[src/rtl/slave_internal_response_wr_arbiter_if.sv]
// Bus bundle for the slave B-channel response arbiter.
// It carries the two internal response sources (error and posted) and the
// AXI B channel. The arbiter connects through the 'slave' modport. The
// surrounding logic (sources plus the AXI master side) uses 'master'.
interface slave_internal_response_wr_arbiter_if #(
    parameter int ID_WIDTH   = 4,
    parameter int RESP_WIDTH = 2
);
    logic                  err_valid;
    logic                  err_ready;
    logic [ID_WIDTH-1:0]   err_bid;
    logic [RESP_WIDTH-1:0] err_bresp;

    logic                  pst_valid;
    logic                  pst_ready;
    logic [ID_WIDTH-1:0]   pst_bid;
    logic [RESP_WIDTH-1:0] pst_bresp;

    logic                  BVALID;
    logic                  BREADY;
    logic [ID_WIDTH-1:0]   BID;
    logic [RESP_WIDTH-1:0] BRESP;

    logic                  last_grant;

    modport slave (
        input  err_valid, err_bid, err_bresp,
        output err_ready,
        input  pst_valid, pst_bid, pst_bresp,
        output pst_ready,
        output BVALID, BID, BRESP,
        input  BREADY,
        output last_grant
    );

    modport master (
        output err_valid, err_bid, err_bresp,
        input  err_ready,
        output pst_valid, pst_bid, pst_bresp,
        input  pst_ready,
        input  BVALID, BID, BRESP,
        output BREADY,
        input  last_grant
    );
endinterface

[src/rtl/slave_internal_response_wr_arbiter.sv]
// slave_internal_response_wr_arbiter
// This block buffers write responses from the error responder (source 0)
// and from the posted-write completion path (source 1). Each source has its
// own small FIFO. The block drives the AXI B channel from one registered
// output stage.
//
// Arbitration is round-robin by default. When SLAVE_B_ERR_PRIORITY_EN is
// defined, the error FIFO has strict priority whenever it is non-empty.
//
// The ID_WIDTH and RESP_WIDTH parameters must match the ones used for the
// connected interface instance.
module slave_internal_response_wr_arbiter #(
    parameter int ID_WIDTH   = 4,
    parameter int RESP_WIDTH = 2,
    parameter int FIFO_DEPTH = 2
) (
    input  logic clk,
    input  logic arst,
    slave_internal_response_wr_arbiter_if.slave bus
);
    localparam int DW = ID_WIDTH + RESP_WIDTH;
    localparam int PW = (FIFO_DEPTH > 1) ? $clog2(FIFO_DEPTH) : 1;
    localparam int CW = PW + 1;

    // Index 0 is the error source. Index 1 is the posted source.
    logic [1:0]    push_valid;
    logic [DW-1:0] push_data [2];
    logic [1:0]    pop;
    logic [1:0]    fifo_full;
    logic [1:0]    fifo_empty;
    logic [DW-1:0] head_data [2];

    assign push_valid   = {bus.pst_valid, bus.err_valid};
    assign push_data[0] = {bus.err_bid, bus.err_bresp};
    assign push_data[1] = {bus.pst_bid, bus.pst_bresp};

    // Ready is taken only from the registered count. A full FIFO refuses a
    // push even in a cycle where it pops.
    assign bus.err_ready = !fifo_full[0];
    assign bus.pst_ready = !fifo_full[1];

    genvar gi;
    generate
        for (gi = 0; gi < 2; gi++) begin : g_fifo
            logic [DW-1:0] mem [FIFO_DEPTH];
            logic [PW-1:0] wr_ptr_reg;
            logic [PW-1:0] rd_ptr_reg;
            logic [CW-1:0] count_reg;
            logic          push;

            assign push           = push_valid[gi] && !fifo_full[gi];
            assign fifo_full[gi]  = (count_reg == CW'(FIFO_DEPTH));
            assign fifo_empty[gi] = (count_reg == '0);
            assign head_data[gi]  = mem[rd_ptr_reg];

            // Storage write. There is no reset because contents are only
            // read when the count says an entry is valid.
            always_ff @(posedge clk) begin
                if (push) begin
                    mem[wr_ptr_reg] <= push_data[gi];
                end
            end

            // Pointers and occupancy. Push and pop in the same cycle leave
            // the count unchanged.
            always_ff @(posedge clk or posedge arst) begin
                if (arst) begin
                    wr_ptr_reg <= '0;
                    rd_ptr_reg <= '0;
                    count_reg  <= '0;
                end else begin
                    if (push) begin
                        wr_ptr_reg <= wr_ptr_reg + 1'b1;
                    end
                    if (pop[gi]) begin
                        rd_ptr_reg <= rd_ptr_reg + 1'b1;
                    end
                    case ({push, pop[gi]})
                        2'b10:   count_reg <= count_reg + 1'b1;
                        2'b01:   count_reg <= count_reg - 1'b1;
                        default: count_reg <= count_reg;
                    endcase
                end
            end
        end
    endgenerate

    logic                  bvalid_reg;
    logic [ID_WIDTH-1:0]   bid_reg;
    logic [RESP_WIDTH-1:0] bresp_reg;
    logic                  last_grant_reg;

    logic                  grant_pst_next;
    logic                  load_next;
    logic [DW-1:0]         selected_data;

    // Choose which source the next load takes from.
    always_comb begin
        grant_pst_next = 1'b0;
`ifdef SLAVE_B_ERR_PRIORITY_EN
        grant_pst_next = fifo_empty[0];
`else
        if (fifo_empty[0]) begin
            grant_pst_next = 1'b1;
        end else if (fifo_empty[1]) begin
            grant_pst_next = 1'b0;
        end else begin
            grant_pst_next = !last_grant_reg;
        end
`endif
    end

    // The output stage loads when it is free or being consumed, and only if
    // some FIFO holds an entry.
    assign load_next     = (!bvalid_reg || bus.BREADY) && !(fifo_empty[0] && fifo_empty[1]);
    assign pop           = {load_next && grant_pst_next, load_next && !grant_pst_next};
    assign selected_data = grant_pst_next ? head_data[1] : head_data[0];

    // Registered B channel. BID and BRESP hold while BVALID waits for BREADY.
    always_ff @(posedge clk or posedge arst) begin
        if (arst) begin
            bvalid_reg     <= 1'b0;
            bid_reg        <= '0;
            bresp_reg      <= '0;
            last_grant_reg <= 1'b1;
        end else if (load_next) begin
            bvalid_reg     <= 1'b1;
            bid_reg        <= selected_data[DW-1:RESP_WIDTH];
            bresp_reg      <= selected_data[RESP_WIDTH-1:0];
            last_grant_reg <= grant_pst_next;
        end else if (bus.BREADY) begin
            bvalid_reg     <= 1'b0;
        end
    end

    assign bus.BVALID     = bvalid_reg;
    assign bus.BID        = bid_reg;
    assign bus.BRESP      = bresp_reg;
    assign bus.last_grant = last_grant_reg;
endmodule

[src/flat_wrapper.sv]
// flat-port wrapper written by rule: the top's interface ports become plain ports
module slave_internal_response_wr_arbiter_flat 
#(
    parameter int ID_WIDTH   = 4,
    parameter int RESP_WIDTH = 2,
    parameter int FIFO_DEPTH = 2
)
  (clk, arst, bus_err_valid, bus_err_bid, bus_err_bresp, bus_err_ready, bus_pst_valid, bus_pst_bid, bus_pst_bresp, bus_pst_ready, bus_BVALID, bus_BID, bus_BRESP, bus_BREADY, bus_last_grant);
  slave_internal_response_wr_arbiter_if #(.ID_WIDTH(ID_WIDTH), .RESP_WIDTH(RESP_WIDTH)) bus_i ();
  input  logic clk;
  input  logic arst;
  input wire logic [$bits(bus_i.err_valid)-1:0] bus_err_valid;
  input wire logic [$bits(bus_i.err_bid)-1:0] bus_err_bid;
  input wire logic [$bits(bus_i.err_bresp)-1:0] bus_err_bresp;
  output wire logic [$bits(bus_i.err_ready)-1:0] bus_err_ready;
  input wire logic [$bits(bus_i.pst_valid)-1:0] bus_pst_valid;
  input wire logic [$bits(bus_i.pst_bid)-1:0] bus_pst_bid;
  input wire logic [$bits(bus_i.pst_bresp)-1:0] bus_pst_bresp;
  output wire logic [$bits(bus_i.pst_ready)-1:0] bus_pst_ready;
  output wire logic [$bits(bus_i.BVALID)-1:0] bus_BVALID;
  output wire logic [$bits(bus_i.BID)-1:0] bus_BID;
  output wire logic [$bits(bus_i.BRESP)-1:0] bus_BRESP;
  input wire logic [$bits(bus_i.BREADY)-1:0] bus_BREADY;
  output wire logic [$bits(bus_i.last_grant)-1:0] bus_last_grant;
  assign bus_i.err_valid = bus_err_valid;
  assign bus_i.err_bid = bus_err_bid;
  assign bus_i.err_bresp = bus_err_bresp;
  assign bus_err_ready = bus_i.err_ready;
  assign bus_i.pst_valid = bus_pst_valid;
  assign bus_i.pst_bid = bus_pst_bid;
  assign bus_i.pst_bresp = bus_pst_bresp;
  assign bus_pst_ready = bus_i.pst_ready;
  assign bus_BVALID = bus_i.BVALID;
  assign bus_BID = bus_i.BID;
  assign bus_BRESP = bus_i.BRESP;
  assign bus_i.BREADY = bus_BREADY;
  assign bus_last_grant = bus_i.last_grant;
  slave_internal_response_wr_arbiter #(.ID_WIDTH(ID_WIDTH), .RESP_WIDTH(RESP_WIDTH), .FIFO_DEPTH(FIFO_DEPTH)) u_core (.clk(clk), .arst(arst), .bus(bus_i));
endmodule
[config.mk]
export PLATFORM = sky130hd
export DESIGN_NAME = slave_internal_response_wr_arbiter_flat
export DESIGN_NICKNAME = d
export VERILOG_FILES = /design/src/rtl/slave_internal_response_wr_arbiter_if.sv /design/src/rtl/slave_internal_response_wr_arbiter.sv /design/src/flat_wrapper.sv
export SDC_FILE = /design/constraint.sdc
export NUM_CORES = 1
export LEC_CHECK = 0
export ABC_AREA = 1
export CORE_MARGIN = 2
export CORE_UTILIZATION = 52
export CTS_CLUSTER_SIZE = 20
export DETAILED_ROUTE_END_ITERATION = 16
export GPL_ROUTABILITY_DRIVEN = 0
export PLACE_DENSITY = 0.82
export SETUP_SLACK_MARGIN = 0.05
export SLEW_MARGIN = 20
export SYNTH_ARGS = -nofsm -noshare
export SYNTH_HDL_FRONTEND = slang
export SYNTH_SLANG_ARGS = --single-unit
[constraint.sdc]
create_clock -name clk -period 1.99 [get_ports clk]
set_input_delay 0.2985 -clock clk [delete_from_list [all_inputs] [get_ports clk]]
set_output_delay 0.2985 -clock clk [all_outputs]
set_load 0.1 [all_outputs]
# Word level (Yosys, flattened, before mapping)
# Memories as Yosys holds them, arrays and structs flattened.
# Cells that the tools add are included.
# W data, S select, Z words.
[classes]
n_addsub = 8
mul = 0
div_mod_pow = 0
magnitude_cmp = 0
eq_ne = 6
n_shift = 0
muxes = 11
bitwise = 0
reduce_logical = 18
[op_table]
columns = ["cell", "n"]
rows = [
  ["$eq A2 B2 Y1 const B", 4],
  ["$mux W1", 8],
  ["$pmux W2 S2", 2],
  ["$logic_and A1 B1 Y1", 6],
  ["$logic_not A1 Y1", 6],
  ["$mux W6", 1],
  ["$reduce_bool A2 Y1", 3],
  ["$add A1 B1 Y1 const B", 4],
  ["$add A2 B1 Y2 const B", 2],
  ["$eq A2 B1 Y1 const B", 2],
  ["$logic_not A2 Y1", 2],
  ["$sub A2 B1 Y2 const B", 2],
  ["$logic_or A1 B1 Y1", 1],
]
[totals]
ff_bits = 16
latch_bits = 0
mem_bits_rw = 24
rom_bits = 0
input_bits = 17
out_inout_bits = 10
word_cells = 55
n_memories = 2
[mem_list]
columns = ["memory", "words", "width", "read_ports", "rd_clocked_by_memory_dff", "wr", "line", "rtl"]
rows = [
  ["u_core.g_fifo[0].mem", 2, 6, 1, 0, 1, "slave_internal_response_wr_arbiter.sv:45", "logic [DW-1:0] mem [FIFO_DEPTH];"],
  ["u_core.g_fifo[1].mem", 2, 6, 1, 0, 1, "slave_internal_response_wr_arbiter.sv:45", ""],
]

# Logic depth before layout (Yosys ltp)
# Gate-level depths: netlist of run 1.
[logic_depth]
ltp_word = 7
mapped_depth = 10
ltp_nobuf = 10

# Worst setup path after synthesis of run 1
# Ideal clock, no wire load.
[synth_timing]
kind = "reg2reg"
start = "register u_core.bvalid_reg (netlist: u_core.bus.BVALID)"
end = "register u_core.g_fifo[1].count_reg[1]"
setup_time_ns = 0.131
arrival_time_ns = 2.117
required_ns = 1.859
slack_ns = -0.258
stages_incl_launch_ff = 10
period_less_slack_ns = 2.248
cell_sequence = "dfrtp_1 > inv_1 > nor2_1 > a21oi_4 > nand2_2 > inv_1 > ha_1 > a21oi_1 > o21ai_0 > xor2_1"
[synth_via]
elab_chain_len = 6
elab_cells_between_ends = 8
[synth_rtl]
columns = ["item", "line", "rtl"]
rows = [
  ["start: declaration", "slave_internal_response_wr_arbiter.sv:88", "logic bvalid_reg;"],
  ["start signal: assignment", "slave_internal_response_wr_arbiter.sv:122", "bvalid_reg <= 1'b0;"],
  ["start signal: assignment", "slave_internal_response_wr_arbiter.sv:127", "bvalid_reg <= 1'b1;"],
  ["start signal: assignment", "slave_internal_response_wr_arbiter.sv:132", "bvalid_reg <= 1'b0;"],
  ["$logic_not A1 Y1 (*)", "slave_internal_response_wr_arbiter.sv:115", "assign load_next = (!bvalid_reg || bus.BREADY) && !(fifo_empty[0] && fifo_empty[1]);"],
  ["$logic_or A1 B1 Y1 (*)", "slave_internal_response_wr_arbiter.sv:115", ""],
  ["$logic_and A1 B1 Y1 (*)", "slave_internal_response_wr_arbiter.sv:115", ""],
  ["$logic_and A1 B1 Y1 (*)", "slave_internal_response_wr_arbiter.sv:116", "assign pop = {load_next && grant_pst_next, load_next && !grant_pst_next};"],
  ["named net u_core.pop[1]", "slave_internal_response_wr_arbiter.sv:28", "logic [1:0] pop;"],
  ["$eq A2 B1 Y1 or $eq A2 B2 Y1 (tied branches)", "slave_internal_response_wr_arbiter.sv:78", "case ({push, pop[gi]})"],
  ["$pmux W2 S2 or $reduce_bool A2 Y1 (tied branches)", "--", ""],
  ["end signal: assignment", "slave_internal_response_wr_arbiter.sv:79", "2'b10: count_reg <= count_reg + 1'b1;"],
  ["end signal: assignment", "slave_internal_response_wr_arbiter.sv:80", "2'b01: count_reg <= count_reg - 1'b1;"],
  ["end signal: assignment", "slave_internal_response_wr_arbiter.sv:81", "default: count_reg <= count_reg;"],
  ["end: declaration", "slave_internal_response_wr_arbiter.sv:48", "logic [CW-1:0] count_reg;"],
]
# Mark *: on every way through the listed nets, which the timed path passes. The rest lies on a longest branch.
# A chain may end at the register's enable or synchronous reset.

# Final worst setup path of run 1
[layout_timing]
start = "register u_core.last_grant_reg (netlist: u_core.bus.last_grant)"
end = "register u_core.g_fifo[1].count_reg[1]"
[layout_via]
elab_chain_len = 6
elab_cells_between_ends = 8
[layout_rtl]
columns = ["item", "line", "rtl"]
rows = [
  ["start: declaration", "slave_internal_response_wr_arbiter.sv:91", "logic last_grant_reg;"],
  ["start signal: assignment", "slave_internal_response_wr_arbiter.sv:130", "last_grant_reg <= grant_pst_next;"],
  ["$logic_not A1 Y1 (*)", "slave_internal_response_wr_arbiter.sv:108", "grant_pst_next = !last_grant_reg;"],
  ["$mux W1 (*)", "slave_internal_response_wr_arbiter.sv:105", "end else if (fifo_empty[1]) begin"],
  ["$mux W1 (*)", "slave_internal_response_wr_arbiter.sv:103", "if (fifo_empty[0]) begin"],
  ["$logic_and A1 B1 Y1 (*)", "slave_internal_response_wr_arbiter.sv:116", ""],
  ["named net u_core.pop[1]", "slave_internal_response_wr_arbiter.sv:28", ""],
  ["$eq A2 B1 Y1 or $eq A2 B2 Y1 (tied branches)", "slave_internal_response_wr_arbiter.sv:78", ""],
  ["$pmux W2 S2 or $reduce_bool A2 Y1 (tied branches)", "--", ""],
]
# Marks and branches as above.

==> impl_results.md, run 1 <==
- Status: finished, final reports clean
- Clock root buffer: clkbuf_4
- Final WL: between 3000 and 4000 um
- Max frequency: between 500 and 600 MHz
- Gr ovfl total: 0
- Post-Syn Instances: 157
- Placed cells: between 200 and 250
- Fill count: approximately 250
- Crit path capture type: register
- Ys Warns: 0
- Worst slack at placement: -0.1084 ns
- Part of the cycle the worst path needs: 90.47%
- CP Max Fanout: 10
- Final-stage net count: approximately 210
- Worst rel slew slack: between 50% and 60%
- N_diodes: 0
- MaxCap Viol Count: 0
- Final Non-Filler Cells: 239
- Antenna-violating nets left: 0
- Avg Inst Size Synth: ~11 sq um
- Vias post-DR: 1207
- Crit-path slowest cell: dfstp_4
- Yosys reg bits: 40
- Core region area: around 3300 sq um
- Initial antenna violation count: 0
- Most frequent CP cell: nand2_8
- Min-delay worst type: input pin to asynchronous set/reset pin
- Number of global-route vias before repair: approximately 1200
- CTS tree: done
- Die area: approximately 3800 sq um
- Post-synthesis sequential area ratio: between 60 and 70%
- RSZ-0062 raised after global routing: no
- I/O Pins: 27
- Final hold violation count: 0
- Worst Skew: about 0.011 ns
- Largest net degree at the start of global routing: 17
- Critical-path cell list: inv_4 -> nand2_8 -> nand2_8 -> nand2_2 -> inv_1 -> ha_1 -> a21oi_1 -> o21ai_1 -> xor2_1
- Area of the multi-input gates: about 560 sq um
- Critical Path RT: around 2.2 ns
- Synth Cell Area: around 1700 sq um
- Number of flip-flops under the largest register name: 24
- Longest Clk Path Bufs: 2
- Clk slew on worst S/H paths: ~0.11 ns
- Synth cell types: 23
- Fin crit period: between 1.5 and 2 ns
- # DRC: 0
- Kind of critical path: register to register
- Global-route wire length before repair: a little over 5000 um
- Placed Area: ~2100 sq um
- Final instance area: approximately 2100 sq um
- Die height: a little over 60 um
- Crit path arrival time: 2.02 ns
- Clk sinks: 40
- # setup viols final: 0
- First-pass iteration count of the detailed router: 4
- Sequential Area: ~1100 sq um
- Slew @ Worst Pin: ~0.65 ns
- Avg Vias per Cell: 5.050
- DR WL/cell: between 10 and 15 um
- Post-Syn Nets: 176
- Worst setup SP type: register
- H-tree Lvls: 2
- Std-Cell Rows: 21
- Most frequent cells in the layout: 49 x nand2_1, 24 x edfxtp_1, 16 x clkdlybuf4s50_1
- Worst setup margin: ~0.19 ns
- Initial Util: between 50% and 60%
- Leading cell type in the layout, fill and taps excluded: nand2_1
- Area Growth Syn to Fin: 23.26%
- Hold WS: around 0.33 ns
- Share of layout cells above drive strength 1: 19.69%
- # port buffers: 26
- Num CTS Buffers: 5
- Worst-Skew Late Latency: ~0.34 ns
- HPWL after detailed placement: between 2000 and 2500 um
- DIE WIDTH: ~62 um
- Worst path max stage delay: about 0.64 ns
- Total track usage: 19.68%
- Initial DRC count: 88
- Post-CTS Hold Fix Bufs: 0
- Max-slew violation count: 0
[path summary, 6_finish.rpt]
| kind | depth (start not counted) | end | startpoint | slack (ns) |
|---|---|---|---|---|
| min in group clk | 2 | u_core.bus.BRESP[1] | u_core.bus.BRESP[1] | 0.52 |
| worst min-delay path | 2 | u_core.g_fifo[0].rd_ptr_reg | arst | 0.33 |
| max in group asynchronous | 2 | u_core.bus.BVALID | arst | 1.18 |
| worst max-delay path | 9 | u_core.g_fifo[1].count_reg[1] | u_core.bus.last_grant | 0.19 |
| worst min register to register | 2 | u_core.bus.BRESP[1] | u_core.bus.BRESP[1] | 0.52 |
| worst max register to register | 9 | u_core.g_fifo[1].count_reg[1] | u_core.bus.last_grant | 0.19 |
[worst max-delay path, delay by kind of cell (launching register included)]
family / cells / cell delay [ns]
XOR/XNOR: 1 / 0.15
flip-flops: 1 / 0.64
AO/OA/AOI/OAI: 2 / 0.23
AND/OR/NAND/NOR: 3 / 0.25
buffers and inverters: 2 / 0.10
adder cells (fa/ha/maj): 1 / 0.31
[cell usage after synthesis]
| cell type | count | area (sq um) |
|---|---|---|
| o21ai_4 | 1 | 16.27 |
| o21ai_1 | 1 | 5.000 |
| nand3_1 | 13 | 65.06 |
| nor2_1 | 8 | 30.03 |
| xnor2_1 | 2 | 17.52 |
| ha_1 | 2 | 25.02 |
| o21ai_0 | 3 | 15.01 |
| xor2_1 | 2 | 17.52 |
| dfrtp_1 | 15 | 375.4 |
| nand2_1 | 50 | 187.7 |
| nand4_1 | 6 | 37.54 |
| buf_6 | 1 | 11.26 |
| dfstp_2 | 1 | 26.28 |
| nor2_2 | 2 | 12.51 |
| nand2_8 | 3 | 60.06 |
| a21oi_4 | 1 | 16.27 |
| inv_2 | 3 | 11.26 |
| nand2_4 | 1 | 11.26 |
| a21oi_1 | 4 | 20.02 |
| nand2_2 | 3 | 18.77 |
| inv_1 | 10 | 37.54 |
| clkbuf_2 | 1 | 5.000 |
| edfxtp_1 | 24 | 720.7 |
[metrics by stage]
step	util (%)	setup TNS (ns)
2_1_floorplan	-	0
3_3_place_gp	63.70	0
3_5_place_dp	63.70	-0.1374
4_1_cts	65.18	0
5_1_grt	65.41	0
6_report	65.41	0
[layout make-up]
class                   instances  share of cell area, %
well taps                      46                  2.679
inverters                      13                  2.388
multi-input cells             102                  25.98
clock buffers                   8                  2.271
flip-flops and latches         40                  52.59
repair buffers                 30                  14.09
[logic make-up (layout without fill, tap and decap cells)]
family                     after synthesis  after routing  synth area share (%)
and+or+nand+nor                         86             86                 24.26
DFF                                     40             40                 64.39
buffers and inverters                   15             51                 3.733
AOI/OAI and AO/OA                       10             10                 4.164
xor gates and xnor gates                 4              4                 2.010
adders and majority gates                2              2                 1.436
[per-layer routing]
metal / track usage [%] / vias up / wire length, um
li1: - / 596 / -
met1: 23.15 / 573 / 1291
met2: 33.53 / 32 / 1789
met3: 3.934 / 6 / 160
met4: 11.25 / 0 / 53
met5: 0 / - / 0
[repair_timing]
item	4_1_cts	5_1_grt
buffers inserted	0	1
setup endpoints to repair	0	1
gates resized for setup	0	2
Power of run 1 is left out: the tool's default activity adds up to more than one toggle a clock period on the data nets, which glitch-free logic cannot reach.
==> run 2, diff against run 1 <==
SLEW_MARGIN = unset   (was 20)
==> results of run 2 <==
Final layout, timing and power as in run 1 (identical DEF).
Power of run 2 is left out for the same reason.
